### config.mk
export PLATFORM = sky130hd
export DESIGN_NAME = microseq_ctrl_flat
export DESIGN_NICKNAME = d
export VERILOG_FILES = /design/src/rtl/microseq_ctrl_if.sv /design/src/rtl/microseq_ctrl.sv /design/src/flat_wrapper.sv
export SDC_FILE = /design/constraint.sdc
export NUM_CORES = 2
export LEC_CHECK = 0
export ABC_CLOCK_PERIOD_IN_PS = 8400
export BUFFER_PORTS_ARGS = -buffer_cell sky130_fd_sc_hd__buf_2
export CAP_MARGIN = 20
export CELL_PAD_IN_SITES_DETAIL_PLACEMENT = 0
export CELL_PAD_IN_SITES_GLOBAL_PLACEMENT = 1
export CORE_ASPECT_RATIO = 0.75
export CORE_MARGIN = 2
export CORE_UTILIZATION = 50
export DETAILED_ROUTE_END_ITERATION = 10
export MAX_ROUTING_LAYER = met4
export PLACE_DENSITY_LB_ADDON = 0.1
export SLEW_MARGIN = 20
export SYNTH_ARGS = -nofsm -noshare
export SYNTH_HDL_FRONTEND = slang
export SYNTH_SLANG_ARGS = --single-unit
### constraint.sdc
create_clock -name clk -period 8.4 [get_ports clk]
set_input_delay 0.84 -clock clk [delete_from_list [all_inputs] [get_ports clk]]
set_output_delay 0.84 -clock clk [all_outputs]
set_load 0.01 [all_outputs]
### src/rtl/microseq_ctrl_if.sv
// Bus bundle for microseq_ctrl: program/run controls, microcode write port and control-word outputs.
// The icount signal exists only when CU_INSTR_COUNT_EN is defined.
interface microseq_ctrl_if #(
    parameter int OPW   = 4,
    parameter int STEPS = 6,
    parameter int CW    = 16
);
    localparam int SW = $clog2(STEPS);

    logic                pmode;
    logic [OPW-1:0]      instr;
    logic                run_en;
    logic                uc_we;
    logic [OPW+SW-1:0]   uc_addr;
    logic [CW-1:0]       uc_wdata;
    logic [CW-1:0]       ctrl;
    logic [SW-1:0]       step;
    logic                halted;
`ifdef CU_INSTR_COUNT_EN
    logic [15:0]         icount;

    modport master (
        output pmode, instr, run_en, uc_we, uc_addr, uc_wdata,
        input  ctrl, step, halted, icount
    );
    modport slave (
        input  pmode, instr, run_en, uc_we, uc_addr, uc_wdata,
        output ctrl, step, halted, icount
    );
`else
    modport master (
        output pmode, instr, run_en, uc_we, uc_addr, uc_wdata,
        input  ctrl, step, halted
    );
    modport slave (
        input  pmode, instr, run_en, uc_we, uc_addr, uc_wdata,
        output ctrl, step, halted
    );
`endif
endinterface

### src/rtl/microseq_ctrl.sv
// Microcoded control unit: writable {opcode, step} store, T-state sequencer, PROG/RUN/HALT modes.
// Optional retired-instruction counter enabled by defining CU_INSTR_COUNT_EN.
module microseq_ctrl #(
    parameter int OPW   = 4,
    parameter int STEPS = 6,
    parameter int CW    = 16
) (
    input  logic          clk,
    input  logic          clr,
    microseq_ctrl_if.slave bus
);
    localparam int SW    = $clog2(STEPS);
    localparam int DEPTH = 2 ** (OPW + SW);
    localparam logic [SW-1:0] LAST = SW'(STEPS - 1);

    typedef enum logic [1:0] {PROG, RUN, HALT} state_t;

    state_t        state;
    logic [SW-1:0] step_q;
    logic          halted_q;
    logic [CW-1:0] uc [DEPTH];
    logic [CW-1:0] word;
    logic          wrap_evt;

    // Store has no reset so microcode survives clr.
    always_ff @(posedge clk) begin
        if (state == PROG && bus.uc_we) begin
            uc[bus.uc_addr] <= bus.uc_wdata;
        end
    end

    assign word     = uc[{bus.instr, step_q}];
    assign wrap_evt = (state == RUN) && !bus.pmode && bus.run_en && !word[CW-2]
                      && (word[CW-1] || step_q == LAST);

    assign bus.ctrl   = (state == RUN) ? word : '0;
    assign bus.step   = step_q;
    assign bus.halted = halted_q;

    always_ff @(posedge clk or posedge clr) begin
        if (clr) begin
            state    <= PROG;
            step_q   <= '0;
            halted_q <= 1'b0;
        end else begin
            case (state)
                PROG: begin
                    step_q   <= '0;
                    halted_q <= 1'b0;
                    if (!bus.pmode) begin
                        state <= RUN;
                    end
                end
                RUN: begin
                    if (bus.pmode) begin
                        state  <= PROG;
                        step_q <= '0;
                    end else if (bus.run_en) begin
                        if (word[CW-2]) begin
                            state    <= HALT;
                            halted_q <= 1'b1;
                        end else if (wrap_evt) begin
                            step_q <= '0;
                        end else begin
                            step_q <= step_q + SW'(1);
                        end
                    end
                end
                HALT: begin
                    if (bus.pmode) begin
                        state    <= PROG;
                        step_q   <= '0;
                        halted_q <= 1'b0;
                    end
                end
                default: begin
                    state    <= PROG;
                    step_q   <= '0;
                    halted_q <= 1'b0;
                end
            endcase
        end
    end

`ifdef CU_INSTR_COUNT_EN
    logic [15:0] icount_q;

    // Any edge that lands in PROG (held there or entering via pmode) zeroes the count.
    always_ff @(posedge clk or posedge clr) begin
        if (clr) begin
            icount_q <= '0;
        end else if (state == PROG || bus.pmode) begin
            icount_q <= '0;
        end else if (wrap_evt && icount_q != '1) begin
            icount_q <= icount_q + 16'd1;
        end
    end

    assign bus.icount = icount_q;
`else
    // Default build carries no instruction counter.
`endif

endmodule
### src/flat_wrapper.sv
// flat-port wrapper written by rule: the top's interface ports become plain ports
module microseq_ctrl_flat 
#(
    parameter int OPW   = 4,
    parameter int STEPS = 6,
    parameter int CW    = 16
)
  (clk, clr, bus_pmode, bus_instr, bus_run_en, bus_uc_we, bus_uc_addr, bus_uc_wdata, bus_ctrl, bus_step, bus_halted);
  microseq_ctrl_if #(.OPW(OPW), .STEPS(STEPS), .CW(CW)) bus_i ();
  input  logic clk;
  input  logic clr;
  input wire logic [$bits(bus_i.pmode)-1:0] bus_pmode;
  input wire logic [$bits(bus_i.instr)-1:0] bus_instr;
  input wire logic [$bits(bus_i.run_en)-1:0] bus_run_en;
  input wire logic [$bits(bus_i.uc_we)-1:0] bus_uc_we;
  input wire logic [$bits(bus_i.uc_addr)-1:0] bus_uc_addr;
  input wire logic [$bits(bus_i.uc_wdata)-1:0] bus_uc_wdata;
  output wire logic [$bits(bus_i.ctrl)-1:0] bus_ctrl;
  output wire logic [$bits(bus_i.step)-1:0] bus_step;
  output wire logic [$bits(bus_i.halted)-1:0] bus_halted;
  assign bus_i.pmode = bus_pmode;
  assign bus_i.instr = bus_instr;
  assign bus_i.run_en = bus_run_en;
  assign bus_i.uc_we = bus_uc_we;
  assign bus_i.uc_addr = bus_uc_addr;
  assign bus_i.uc_wdata = bus_uc_wdata;
  assign bus_ctrl = bus_i.ctrl;
  assign bus_step = bus_i.step;
  assign bus_halted = bus_i.halted;
  microseq_ctrl #(.OPW(OPW), .STEPS(STEPS), .CW(CW)) u_core (.clk(clk), .clr(clr), .bus(bus_i));
endmodule
==> impl_metrics.yaml <==
detailed_routing:
  vias: 36860
  finalWirelength_mm: 201.1
  drt_iter0_markers: 5544
  remaining_drc_errors: 0
  firstDrtPassIters: 5
  drt-vias-per-instance: 6.400
  routedWlPerCell_um: 34.92
  ant_nets: 0
sta:
  max-slew-margin-rel_pct: 25.84
  period_share_pct: 71.07
  tightest_slew_ns: 1.112
  fin_ws_ns: 2.430
  rsz0062_at_grt: "false"
  hold_viol_final: 0
  setup_viol: 0
  hold_slack_ns: 0.2614
  skew_ns: 0.03027
  drv_slew: 0
  max_freq_ghz: 0.1675
  min_period_ns: 5.970
  finalSetupTns_ns: 0
critical_path:
  cp-end-kind: "primary output"
  cp_slowest_cell: "dfrtp_4"
  cp_top_family: "compound AO/OA/AOI/OAI gates"
  worstPathMaxFanout: 75
  required_ns: 7.56
  cpPeakStageDelay_ns: 1.00
  crit_type: "flop to primary output"
  worstPathCellList: "buf_12 > mux4_2 > a22oi_1 > nand3_1 > a32o_1 > a311oi_1 > a31oi_1 > buf_2"
  cp.buffers_inverters: 2
  start_kind: "flop"
  arrival_ns: 5.13
placement:
  io_buffers: 51
  gp_congestion: 0.8410
  post-place-ws_ns: 3.030
  dp_hpwl_mm: 115.8
synthesis:
  synth_top_flop_cell: "edfxtp_1"
  async_reset_ff_share_pct: 0.2921
  synth_top_family_by_area: "multiplexers"
  synth-seq-cells: 2054
  synth-edff-count: 2048
  ys_seq_area_share_pct: 78.11
  synth.top_cells.by_area: "edfxtp_1 (78%), mux4_2 (18%), mux2i_1 (0.84%)"
  ys_types: 49
  yosys_warnings: 0
  netlist_area_mm2: 0.07893
  synth_fp_nets: 3279
  synthAdderAreaFrac_pct: 0.03170
  avgSynthCellArea_um2: 24.32
  synth-compound-area-share_pct: 0.5247
  synthMuxAreaShare_pct: 18.83
  syn_inst: 3245
  synth_xor_area_share_pct: 0
  synthTopCellsByCount: "edfxtp_1 (2048), mux4_2 (628), nor2_1 (153)"
  synth_top_area_share_pct: 77.92
  synth-simple-area-share_pct: 1.469
  yosysMostFrequentCell: "edfxtp_1"
  synth.largest_area_cell: "edfxtp_1"
status:
  status: "completed"
cells_and_area:
  regArea_mm2: 0.06166
  syn_to_final_growth_pct: 12.58
  multi_input_area_mm2: 0.01647
  fillers: 11390
  nNetsFinal: 3521
  drive_gt1_share_pct: 31.33
clock_network:
  clock_latency_ns: 0.83
  cts_resized: 0
  clk_path_buf_depth: 3
  cts.sinks: 2054
  cts_root_buf: "clkbuf_16"
  cts_buffers: 191
  htree_num_levels: 4
  post_cts_buffers: 0
  cts_tree: "done"
  clk_pin_slew_ns: 0.06
worst_hold_path:
  hp-class: "input port to flop"
floorplanning:
  dieArea_mm2: 0.1611
  start_util_pct: 50.27
  coreArea_mm2: 0.1570
  die_h_um: 348.1
  die_w_um: 462.8
  boundaryPins: 52
  rows: 126
job:
  drv_cap: 0
global_route:
  grt.total_usage_pct: 25.95
  grt_max_degree: 147
  antenna_found_initial: 23
  overflow: 0
  grt_pass1_vias: 36190
  grt_pass1_wl_mm: 282.8
power_and_ir_drop:
  power_density_mw_per_mm2: 236.3
  peakVddDrop_mv: 0.2172
  p_leak_nw: 26.64
==> report_power, final <==
part	internal, W	switching (W)
combinational	0.000355	0.000603
clock	0.00495	0.00375
sequential	0.0113	0.0000287
total	0.0166	0.00439
==> timing repair <==
item / in CTS / in global routing
setup endpoints to repair: 0 / 0
hold buffers: 1 / 0
endpoints found under the hold margin: 6 / 0
==> cell families (layout without fill, tap and decap cells) <==
family                   after synthesis  count (layout)
flip-flops                          2054            2054
AO/OA/AOI/OAI                         54              54
adder cells (fa/ha/maj)                2               2
buffers and inverters                178             575
other                                  0               5
multiplexers                         699             699
AND/OR/NAND/NOR                      258             258
==> routing by layer <==
layer	GRT usage, %	vias to the layer above	part of all wire [%]	routed length [µm]
met3	4.504	227	8.7	17570
met2	37.10	1852	45	91280
met4	5.249	0	1.8	3554
met1	39.86	20260	44	88690
met5	-	-	0	0
li1	-	14520	-	-
==> final timing paths <==
kind                                    start                 end  slack, ns  depth (start not counted)
max                        u_core.bus.step[0]        bus_ctrl[15]       2.43                          8
min                                 bus_pmode     u_core.state[0]       0.26                          2
max reg2reg                u_core.bus.step[0]  u_core.bus.step[1]       3.94                          9
min reg2reg                 u_core.bus.halted   u_core.bus.halted       0.63                          1
max in group asynchronous                 clr  u_core.bus.step[0]       7.65                          3
min in group asynchronous                 clr   u_core.bus.halted       0.51                          3
==> state kept, by name, summed over array words and instances, names as in the netlist <==
signal,flops
u_core.bus.halted,1
u_core.bus.step,3
u_core.state,2
u_core.uc,2048
==> stage by stage <==
stage	instance area, µm²	util [%]	power, W	instances
finish	88860	56.59	0.02100	5759
global route	88850	56.59	0.02162	5756
CTS	88840	56.58	0.02118	5754
detailed placement	82540	52.56	0.01252	5405
global placement	82510	52.55	0.01250	5404
floorplan	78930	-	0.01206	3245
==> cells in the final DEF, fill, tap and decap left out, types with 4 or more instances in the layout <==
cell type      n
buf_12        11
a22oi_1       15
mux2_2         5
diode_2        5
mux2i_1       66
nor2b_1       13
clkinv_8       4
clkinv_2      33
nand4_1        4
nand3b_1       6
mux4_2       628
bufinv_16     21
nand2_1       30
and2_1         6
clkbuf_1      26
clkinv_1      47
clkinvlp_4    11
and3_1         5
buf_4        174
a32o_1         4
nand2b_1       4
clkbuf_16    198
clkinv_4       4
o22ai_1        7
edfxtp_1    2048
a2111oi_0      6
nand3_1       21
nor2_1       153
buf_2         34
==> cell type report <==
cell class,count,area share [%]
Sequential cell,2054,69.39
Multi-Input combinational cell,1013,18.54
Clock buffer,224,5.686
Tap cell,2112,2.974
Timing Repair Buffer,223,1.977
Clock inverter,124,1.397
Inverter,4,0.02534
Antenna cell,5,0.01408
(Power assumes the default switching activity.)
